`config.mk`:
```
export PLATFORM = sky130hd
export DESIGN_NAME = mem_arbiter
export DESIGN_NICKNAME = d
export VERILOG_FILES = /design/src/rtl/mem_arbiter_pkg.sv /design/src/rtl/mem_arbiter_rr_arb2.sv /design/src/rtl/mem_arbiter.sv
export SDC_FILE = /design/constraint.sdc
export NUM_CORES = 1
export LEC_CHECK = 0
export ABC_AREA = 1
export CELL_PAD_IN_SITES_DETAIL_PLACEMENT = 1
export CELL_PAD_IN_SITES_GLOBAL_PLACEMENT = 2
export CORE_MARGIN = 5
export CORE_UTILIZATION = 21
export DETAILED_ROUTE_END_ITERATION = 7
export PLACE_DENSITY_LB_ADDON = 0.15
export SLEW_MARGIN = 10
export SYNTH_ARGS = -nofsm -noshare
export SYNTH_HDL_FRONTEND = slang
export SYNTH_SLANG_ARGS = --single-unit
```
`constraint.sdc`:
```
create_clock -name clk -period 1.3 [get_ports clk]
set_input_delay 0.26 -clock clk [delete_from_list [all_inputs] [get_ports clk]]
set_output_delay 0.26 -clock clk [all_outputs]
set_load 0.01 [all_outputs]
```
`src/rtl/mem_arbiter_pkg.sv`:
```
// Shared types and constants for the two-port unified-memory arbiter.
package mem_arbiter_pkg;

    // Arbiter control states.
    typedef enum logic [1:0] {
        IDLE   = 2'd0,
        ACCESS = 2'd1,
        DONE   = 2'd2
    } state_e;

    // Requester identity, used both for the current grant and the last grant.
    typedef enum logic {
        GNT_CPU = 1'b0,
        GNT_DMA = 1'b1
    } grant_e;

    // Read data returned when an access is aborted by the timeout.
    localparam logic [31:0] ERR_DATA_DEFAULT = 32'hDEADBEEF;

endpackage

```
`src/rtl/mem_arbiter_rr_arb2.sv`:
```
// Two-way round-robin chooser: a lone request wins outright, a tie goes to
// the requester that was not served last. req[0] is the CPU, req[1] the DMA.
module rr_arb2
    import mem_arbiter_pkg::*;
(
    input  logic [1:0] req,
    input  grant_e     last_gnt,
    output grant_e     grant
);

    // Pick the winner from the request pair and the previous grant.
    always_comb begin
        grant = GNT_CPU;
        case (req)
            2'b01:   grant = GNT_CPU;
            2'b10:   grant = GNT_DMA;
            2'b11:   grant = (last_gnt == GNT_DMA) ? GNT_CPU : GNT_DMA;
            default: grant = GNT_CPU;
        endcase
    end

endmodule

```
`src/rtl/mem_arbiter.sv`:
```
// Arbitrates a CPU port and a DMA/debug port onto one single-port memory.
// Each access runs IDLE -> ACCESS -> DONE; ready pulses for one cycle in DONE.
// Optional feature: define MEM_ARBITER_TIMEOUT_EN to abort accesses that see
// no mem_ack within TIMEOUT ACCESS cycles (returns ERR_DATA and raises err).
module mem_arbiter
    import mem_arbiter_pkg::*;
#(
    parameter int          TIMEOUT  = 16,
    parameter logic [31:0] ERR_DATA = ERR_DATA_DEFAULT
) (
    input  logic        clk,
    input  logic        reset,
    input  logic        cpu_req,
    input  logic        cpu_we,
    input  logic [31:0] cpu_addr,
    input  logic [31:0] cpu_wdata,
    output logic [31:0] cpu_rdata,
    output logic        cpu_ready,
    output logic        cpu_err,
    input  logic        dma_req,
    input  logic        dma_we,
    input  logic [31:0] dma_addr,
    input  logic [31:0] dma_wdata,
    output logic [31:0] dma_rdata,
    output logic        dma_ready,
    output logic        dma_err,
    output logic        mem_en,
    output logic        mem_we,
    output logic [31:0] mem_addr,
    output logic [31:0] mem_wdata,
    input  logic [31:0] mem_rdata,
    input  logic        mem_ack,
    output logic        busy
);

    state_e      state_r;
    state_e      state_s;
    grant_e      gnt_r;
    grant_e      last_gnt_r;
    grant_e      arb_gnt_s;
    logic        tmo_s;
    logic        finish_s;
    logic        mem_en_r;
    logic        mem_we_r;
    logic [31:0] mem_addr_r;
    logic [31:0] mem_wdata_r;
    logic [31:0] cpu_rdata_r;
    logic [31:0] dma_rdata_r;
    logic        cpu_ready_r;
    logic        dma_ready_r;
    logic        cpu_err_r;
    logic        dma_err_r;
    logic        busy_r;

    rr_arb2 u_rr_arb2 (
        .req      ({dma_req, cpu_req}),
        .last_gnt (last_gnt_r),
        .grant    (arb_gnt_s)
    );

`ifdef MEM_ARBITER_TIMEOUT_EN
    localparam logic [7:0] TMO_LIMIT = 8'(TIMEOUT - 1);
    logic [7:0] tmo_cnt_r;

    // Count cycles spent in ACCESS; cleared whenever the FSM is elsewhere.
    always_ff @(posedge clk) begin
        if (reset) begin
            tmo_cnt_r <= 8'd0;
        end else if (state_r == ACCESS) begin
            tmo_cnt_r <= tmo_cnt_r + 8'd1;
        end else begin
            tmo_cnt_r <= 8'd0;
        end
    end

    // A late mem_ack in the expiring cycle still completes normally.
    assign tmo_s = (state_r == ACCESS) && !mem_ack && (tmo_cnt_r == TMO_LIMIT);
`else
    logic unused_timeout_s;
    assign unused_timeout_s = ^(8'(TIMEOUT));
    assign tmo_s            = 1'b0;
`endif

    // The access ends on the cycle that leaves ACCESS.
    assign finish_s = (state_r == ACCESS) && (mem_ack || tmo_s);

    // Next-state logic.
    always_comb begin
        state_s = state_r;
        case (state_r)
            IDLE: begin
                if (cpu_req || dma_req) begin
                    state_s = ACCESS;
                end else begin
                    state_s = IDLE;
                end
            end
            ACCESS: begin
                if (finish_s) begin
                    state_s = DONE;
                end else begin
                    state_s = ACCESS;
                end
            end
            DONE:    state_s = IDLE;
            default: state_s = IDLE;
        endcase
    end

    // State register.
    always_ff @(posedge clk) begin
        if (reset) begin
            state_r <= IDLE;
        end else begin
            state_r <= state_s;
        end
    end

    // Command latch, response registers and grant history.
    always_ff @(posedge clk) begin
        if (reset) begin
            gnt_r       <= GNT_CPU;
            last_gnt_r  <= GNT_DMA;
            mem_en_r    <= 1'b0;
            mem_we_r    <= 1'b0;
            mem_addr_r  <= 32'd0;
            mem_wdata_r <= 32'd0;
            cpu_rdata_r <= 32'd0;
            dma_rdata_r <= 32'd0;
            cpu_ready_r <= 1'b0;
            dma_ready_r <= 1'b0;
            cpu_err_r   <= 1'b0;
            dma_err_r   <= 1'b0;
            busy_r      <= 1'b0;
        end else begin
            mem_en_r <= (state_s == ACCESS);
            busy_r   <= (state_s != IDLE);

            if ((state_r == IDLE) && (cpu_req || dma_req)) begin
                gnt_r <= arb_gnt_s;
                if (arb_gnt_s == GNT_CPU) begin
                    mem_we_r    <= cpu_we;
                    mem_addr_r  <= cpu_addr;
                    mem_wdata_r <= cpu_wdata;
                end else begin
                    mem_we_r    <= dma_we;
                    mem_addr_r  <= dma_addr;
                    mem_wdata_r <= dma_wdata;
                end
            end else if (finish_s) begin
                mem_we_r <= 1'b0;
            end

            cpu_ready_r <= finish_s && (gnt_r == GNT_CPU);
            dma_ready_r <= finish_s && (gnt_r == GNT_DMA);
            cpu_err_r   <= finish_s && tmo_s && (gnt_r == GNT_CPU);
            dma_err_r   <= finish_s && tmo_s && (gnt_r == GNT_DMA);

            // Only reads update the granted port's rdata; writes leave it alone.
            if (finish_s && !mem_we_r) begin
                if (gnt_r == GNT_CPU) begin
                    cpu_rdata_r <= tmo_s ? ERR_DATA : mem_rdata;
                end else begin
                    dma_rdata_r <= tmo_s ? ERR_DATA : mem_rdata;
                end
            end

            if (state_r == DONE) begin
                last_gnt_r <= gnt_r;
            end
        end
    end

    assign mem_en    = mem_en_r;
    assign mem_we    = mem_we_r;
    assign mem_addr  = mem_addr_r;
    assign mem_wdata = mem_wdata_r;
    assign cpu_rdata = cpu_rdata_r;
    assign dma_rdata = dma_rdata_r;
    assign cpu_ready = cpu_ready_r;
    assign dma_ready = dma_ready_r;
    assign cpu_err   = cpu_err_r;
    assign dma_err   = dma_err_r;
    assign busy      = busy_r;

endmodule

```
-- Word level (Yosys, flattened, before mapping)
Cells that the tools add are included.
W data, S select, Z words.
- reductions and logical operators: 12
- equal/unequal tests: 5
- multiplexer cells: 10
- bitwise gates (word level): 1
- operators with widths (cell ; count):
    $mux W32 ; 2
    $eq A2 B2 Y1 const B ; 3
    $logic_and A1 B1 Y1 ; 5
    $mux W1 ; 5
    $eq A2 B1 Y1 const B ; 2
    $pmux W2 S2 ; 1
    $reduce_and A2 Y1 ; 2
    $reduce_bool A2 Y1 ; 2
    $logic_not A2 Y1 ; 1
    $mux W2 ; 1
    $pmux W1 S2 ; 1
    $logic_not A1 Y1 ; 1
    $logic_or A1 B1 Y1 ; 1
    $not A1 Y1 ; 1
- logic and storage cells: 40
- input bits: 167
- register bits: 137
- output and inout port bits: 135

-- Logic depth before layout (Yosys ltp)
Gate-level depths: netlist (run 1).
- word-level depth: 5
- gate-level depth with buffers: 8

-- By module
From an unflattened synthesis (run 1), not the netlist that was laid out.
- cell total of the unflattened synthesis: 1040
- area, all modules: 6540.0 um^2
- modules (own cells, without submodules) (module ; area an instance (um^2) ; cells each ; seq. area each (um^2) ; instances):
    mem_arbiter ; 6527.5 ; 1038 ; 2742.6 ; 1
    rr_arb2 ; 12.5 ; 2 ; 0.0 ; 1

-- Least setup slack after synthesis (run 1)
No wires, ideal clock.
- path type: flip-flop to flip-flop
- from: register state_r[0]
- to: register mem_wdata_r[21], in the netlist mem_wdata[21]
- library setup time: 0.111 ns
- buffers on the path: 2
- slack: 0.125 ns
- data arrival time: 1.063 ns
- clock period less this slack: 1.175 ns
- cell stages (with the launch flop): 8
- cell sequence: dfxtp_1 nor2_2 o21ai_2 buf_2 buf_6 nand2_1 nand2_1 nor2_1
- longest elaborated chain between the ends: 2
- ends and longest elaborated chain (element ; RTL line ; text):
    from (decl) ; mem_arbiter.sv:36 ; state_e state_r;
    from (signal assigned) ; mem_arbiter.sv:115 ; state_r <= state_s;
    $logic_not A2 Y1 ; mem_arbiter.sv:139 ; if ((state_r == IDLE) && (cpu_req || dma_req)) begin
    $logic_and A1 B1 Y1 ; mem_arbiter.sv:139 ;
    to (signal assigned) ; mem_arbiter.sv:144 ; mem_wdata_r <= cpu_wdata;
    to (signal assigned) ; mem_arbiter.sv:148 ; mem_wdata_r <= dma_wdata;
    to (decl) ; mem_arbiter.sv:46 ; logic [31:0] mem_wdata_r;
No other way between the ends.
A chain may end at the register's enable or synchronous reset.

-- Final worst setup path (run 1)
- from: register state_r[0]
- to: register cpu_rdata_r[30], in the netlist cpu_rdata[30]
- longest elaborated chain between the ends: 4
- ends and longest elaborated chain (element ; RTL line ; text):
    $eq A2 B1 Y1 ; mem_arbiter.sv:85 ; assign finish_s = (state_r == ACCESS) && (mem_ack || tmo_s);
    $logic_and A1 B1 Y1 ; mem_arbiter.sv:85 ;
    $logic_and A1 B1 Y1 ; mem_arbiter.sv:160 ; if (finish_s && !mem_we_r) begin
    $reduce_and A2 Y1 (no line) ; - ;
    to (signal assigned) ; mem_arbiter.sv:162 ; cpu_rdata_r <= tmo_s ? ERR_DATA : mem_rdata;
    to (decl) ; mem_arbiter.sv:47 ; logic [31:0] cpu_rdata_r;
No other way between the ends.

==> results of run 1 <==
-- repair_timing --
item,CTS,global route
gates cloned,1,9
setup endpoints to repair,139,183
setup buffers,0,3
pin swaps,0,11
resized for setup,406,142
-- layout make-up --
type / instances / area (sq um) / area share
timing repair buffer: 346 / 3380 / 0.291
multi-input combinational: 737 / 3140 / 0.270
sequential: 137 / 2770 / 0.239
inverter: 297 / 1120 / 0.0968
tap: 448 / 561 / 0.0483
clock buffer: 18 / 439 / 0.0378
clock inverter: 14 / 195 / 0.0168
antenna: 2 / 5.00 / 0.000431
-- worst max-delay path: cells and delay by family, from the launching register on --
| family | cells | cell delay [ns] |
|---|---|---|
| DFF | 1 | 0.36 |
| buffers and inverters | 4 | 0.44 |
| and+or+nand+nor | 4 | 0.48 |
-- flip-flops by register name, summed over array words and instances, names as in the netlist --
signal and count:
cpu_ready 1, busy 1, mem_en 1, mem_addr 32, cpu_rdata 32, mem_wdata 32, state_r 2, last_gnt_r 1
mem_we 1, dma_rdata 32, dma_ready 1, gnt_r 1
-- kinds of logic (layout without fill, tap and decap cells) --
kind of cell,count (synthesis),in the layout,synth area share
and+or+nand+nor,728,729,0.402
buffers and inverters,360,675,0.212
DFF,137,137,0.381
AOI/OAI and AO/OA,6,6,0.00487
other,1,4,0.000521
-- per-layer routing --
metal | up-vias | global-route usage | routed length, um
met5 | - | 0 | 0
met4 | 0 | 0.0372 | 364
met3 | 16 | 0.0570 | 2190
met2 | 169 | 0.232 | 13500
met1 | 3374 | 0.173 | 12800
li1 | 4053 | - | -
-- cell usage in the layout (no fill, tap or decap), drive strengths merged, types with 4 or more instances in the layout --
cell type      count
clkdlybuf4s15     50
bufinv             4
nand2            394
inv              298
nor2             265
clkdlybuf4s50    164
nand3             68
clkinv             5
dfxtp            137
clkbuf            46
buf              100
clkinvlp           4
-- final timing paths --
check	startpoint	to	slack [ns]
worst max-delay path	state_r[0]	cpu_rdata[30]	-0.03
worst min-delay path	cpu_req	gnt_r	0.32
worst max register to register	state_r[0]	cpu_rdata[30]	-0.03
worst min register to register	dma_rdata[27]	dma_rdata[27]	0.51
-- power by group --
| group | switching [W] | internal, W | total, W |
|---|---|---|---|
| clock | 0.00209 | 0.00328 | 0.00536 |
| combinational | 0.00174 | 0.00156 | 0.00331 |
| sequential | 0.000176 | 0.00455 | 0.00473 |
-- per-stage QoR --
step | TNS, ns | power [W] | hold WS, ns | setup WS, ns
CTS | -0.0487 | 0.0135 | 0.459 | -0.00866
global route | -3.33 | 0.0142 | 0.337 | -0.0890
floorplan | 0 | 0.00634 | 0.329 | 0.125
global placement | -43.19 | 0.00808 | 0.496 | -0.427
detailed placement | -43.26 | 0.00810 | 0.500 | -0.421
finish | -0.0693 | 0.0134 | 0.315 | -0.0291
==> results.md, run 1 <==
* Reg2Reg Depth at 8
* Global-route wire length before repair at 42700 um
* Clock tree buffer depth at 2
* Startpoint types: flip-flop
* Crit path kind: reg2reg
* Post-synth EDFFs at 0
* Synth top area share at 0.381
* Drt drc at 0
* Final Skew at 0.0105 ns
* Placer congestion estimate at 0.741
* Pleak at 6.03 nW
* Min-Delay Path Class: in2reg
* Worst setup EP type: flip-flop
* Post-synthesis async set-or-reset flop share at 0
* Ys Warns at 0
* Pwr Density at 1150 nW/um^2
* RSZ-0062 raised after global routing: true
* Top-count cell post-synth: nand2_1
* Post-route setup slack at -0.0291 ns
* Routed Antenna Nets at 0
* Ratio of cells with drive above 1 in the final layout at 0.185
* Register area share after synthesis at 0.381
* Commonest cells post-synth: 393 x nand2_1, 293 x inv_1, 262 x nor2_1, 137 x dfxtp_1, 67 x nand3_1
* Vias per cell at 3.81
* Row cnt at 67
* Vias in the first global route at 7674
* DR pass1 iterations at 5
* Clock Tree Root: clkbuf_16
* Die area at 38100 sq um
* Fin. max-slew vios at 0
* Crit-path max cell delay at 0.36 ns
* Sink Count at 137
* Critical-path cell list: buf_6 -> inv_4 -> nor2_4 -> nand4_4 -> clkbuf_16 -> nand2_1 -> inv_1 -> nor2_1
* Cell variety after synth at 21
* Worst path arrival time at 1.68 ns
* Chip Width at 195 um
* Finished Layout Cells at 1999
* Max-cap viol count at 0
* Fillers at 4361
* Final setup viols at 7
* Clock transition at path regs at 0.06 ns
* Hold Path Depth at 4
* Placed insts at 1952
* Port Buffers at 299
* Starting Density at 0.214
* Fmax at 0.752 GHz
* Largest net degree at the start of global routing at 37
* Min Tclk post-route at 1.33 ns
* GRT overflow at 0
* Tot GR Track Use at 0.141
* Cell area after synthesis at 7200 sq um
* Vias at 7612
* Avg WL per Cell at 14.4 um
* Primary FF master, synth: dfxtp_1
* CP max FO at 16
* Synthesized area per cell at 5.84 sq um
* Final hold violation count at 0
* CORE AREA at 33700 sq um
* Worst EP required at 1.65 ns
* Post-synth top area cell: dfxtp_1
* IO Pins at 302
* DR iter-0 viols at 207
* Core utilization of the finished layout at 0.345
* Synth area leaders: dfxtp_1 38%, nand2_1 21%, inv_1 15%
* Final instance area at 11600 sq um
* Hpwl dp at 20700 um
* Number of antenna violations at the first check in global routing at 2
* Cell area after placement at 10800 sq um
* Synthesis-stage register bit count at 137
* CTS tree: done
* Cells after synthesis at 1232
* CTS HTree Levels at 4
* Die Span Y at 195 um
* Area added between synthesis and finish at 61.4%
* Slowest cell on the critical path: dfxtp_4
* Clock Latency Late Sink at 0.43 ns
* Peak supply drop at 872 uV
* Post-cts hold buffer count at 0
* WL final at 28800 um
* Status: finished, violations left
* Total CTS buffers at 17
* Fin crit share at 1.02
* Failing checks: negative setup slack
* Nets at 1703
Note: power is estimated with default switching activity, not from simulation.
==> run 2: changes to the inputs <==
- CORE_UTILIZATION: 21 -> 19
- clock period: 1.3 -> 1.1 ns (I/O delays scaled with it)
==> run 2 against run 1 <==
The run still ends with negative setup slack left. Critical path depth is the same. Largest power group unchanged. First-iteration DRC count grew 12%. Critical endpoint is now mem_wdata[25]. Global-route usage is 0.39 points lower. Register-to-register slack lost 0.16 ns. Sequential power is 22% higher. Worst setup slack got worse by 0.16 ns. Sequential cell count unchanged.
==> results.md, run 2 (synthesized netlist as in run 1, its figures left out) <==
* Tot GR Track Use at 0.138 (-0.00390)
* Fin crit share at 1.17 (+0.150)
* IO Pins at 302 (unchanged)
* Vias per cell at 3.75 (-1.6%)
* Vias at 7741 (+1.7%)
* Ratio of cells with drive above 1 in the final layout at 0.276 (+0.0913)
* Startpoint types: flip-flop
* GRT overflow at 0 (unchanged)
* Post-cts hold buffer count at 0 (unchanged)
* Die Span Y at 205 um (+4.9%)
* CP max FO at 8 (-8)
* Number of antenna violations at the first check in global routing at 6 (+4)
* Largest net degree at the start of global routing at 51 (+38%)
* Total CTS buffers at 17 (unchanged)
* Die area at 41900 sq um (+10%)
* Final hold violation count at 0 (unchanged)
* Chip Width at 205 um (+4.9%)
* Most common cell after layout, fill and taps aside: nand2_1
* Sink Count at 137 (unchanged)
* Post-Route Setup TNS at -18.35 ns (-18.28 ns)
* Min-Delay Path Class: in2reg
* Nets at 1705 (+0.12%)
* Row cnt at 71 (+6.0%)
* Routed Antenna Nets at 0 (unchanged)
* Reg2reg setup slack at -0.19 ns (-0.16 ns)
* Final setup viols at 134 (+127)
* Peak supply drop at 771 uV (-12%)
* Avg WL per Cell at 14.9 um (+3.1%)
* Commonest cells after routing, fill and taps aside: 361 x nand2_1, 291 x inv_1, 231 x nor2_1
* RSZ-0062 raised after global routing: true
* WL final at 30700 um (+6.5%)
* Placer congestion estimate at 0.714 (-3.7%)
* Clock tree buffer depth at 2 (unchanged)
* Max-cap viol count at 0 (unchanged)
* Status: finished, violations left
* Critical-path cell list: nor2_4 -> o21ai_4 -> clkinv_4 -> buf_12 -> buf_16 -> nand2_4 -> nor2_2 -> nor2_1
* Slowest cell on the critical path: dfxtp_4
* DR pass1 iterations at 4 (-1)
* Port Buffers at 299 (unchanged)
* Post-route setup slack at -0.190 ns (-0.161 ns)
* Hpwl dp at 21500 um (+3.7%)
* Global-route wire length before repair at 44800 um (+4.8%)
* CORE AREA at 37500 sq um (+11%)
* Pwr Density at 1280 nW/um^2 (+11%)
* Worst setup EP type: flip-flop
* Fmax at 0.775 GHz (+3.1%)
* Area added between synthesis and finish at 72.5%
* Min Tclk post-route at 1.29 ns (-0.0395 ns)
* Worst EP required at 1.42 ns (-0.23 ns)
* DR iter-0 viols at 232 (+12%)
* CTS HTree Levels at 4 (unchanged)
* Vias in the first global route at 8118 (+5.8%)
* Clock transition at path regs at 0.06 ns (about the same)
* CTS tree: done
* Final Skew at 0.00667 ns (-0.00383 ns)
* Hold slack at 0.287 ns (-0.0280 ns)
* Pleak at 6.29 nW (+4.3%)
* Clock Latency Late Sink at 0.43 ns (about the same)
* Worst path arrival time at 1.61 ns (-0.07 ns)
* Crit-path max cell delay at 0.36 ns (about the same)
* Starting Density at 0.192 (-0.0216)
* Crit path kind: reg2reg
* Failing checks: negative setup slack
* Drt drc at 0 (unchanged)
* Fin. max-slew vios at 0 (unchanged)
* Clock Tree Root: clkbuf_16
-- run 2: changes by cell type in the layout (fill, tap and decap cells not counted), sizes merged --
cell,before,now
buf,100,175
bufinv,4,1
clkbuf,46,33
clkdlybuf4s15,50,0
clkinv,5,6
clkinvlp,4,1
diode,2,4
dlygate4sd2,2,0
inv,298,296
nand2,394,393
-- run 2: final cells by class --
cell class              count  area (sq um)
fillers                  4715         25100
diodes                      4          10.0
clock inverters             7          62.6
well taps                 511           639
repair buffers            349          3960
inverters                 297          1120
multi-input cells         736          3170
clock buffers              25           526
flip-flops and latches    137          2920
-- run 2: critical path, delay by kind of cell, from the launching register on --
kind,cells,cell delay (ns)
and+or+nand+nor,4,0.33
AOI/OAI and AO/OA,1,0.09
buffers and inverters,3,0.40
DFF,1,0.36
-- run 2: through the flow --
stage	cell area (sq um)	power (W)	std cells	setup slack [ns]	util
after floorplan	7220	0.00750	1233	-0.0228	-
after global placement	10900	0.00957	2011	-0.615	0.290
after detailed placement	10900	0.00959	2011	-0.628	0.290
after CTS	12000	0.0160	2051	-0.188	0.320
after global routing	12400	0.0169	2065	-0.271	0.331
final	12400	0.0159	2066	-0.190	0.331
-- run 2: path summary, 6_finish.rpt --
path                        end  startpoint  depth (start not counted)
setup / recovery  mem_wdata[25]  state_r[1]                          8
hold / removal            gnt_r     dma_req                          3
setup reg to reg  mem_wdata[25]  state_r[1]                          8
hold reg to reg      last_gnt_r  last_gnt_r                          2
-- run 2: where the power goes --
part | switching (W) | internal [W] | total [W] | leakage [nW]
sequential | 0.000303 | 0.00545 | 0.00575 | 1.18
clock | 0.00227 | 0.00352 | 0.00579 | 0.295
combinational | 0.00209 | 0.00222 | 0.00431 | 4.82
total | 0.00466 | 0.0112 | 0.0159 | 6.29
-- run 2: what timing repair did --
action                                  4_1_cts  5_1_grt
endpoints found under the setup margin      266      269
pin swaps                                     0       16
resized for setup                           874       64
gates cloned                                  2       10
setup buffers                                 6        1
-- run 2: routing by layer --
| metal | up-vias | wire, um | global-route usage |
|---|---|---|---|
| met1 | 3475 | 13100 | 0.160 |
| met5 | - | 21 | 0 |
| met4 | 4 | 437 | 0.0400 |
| li1 | 4063 | - | - |
| met2 | 177 | 14600 | 0.229 |
| met3 | 22 | 2550 | 0.0611 |
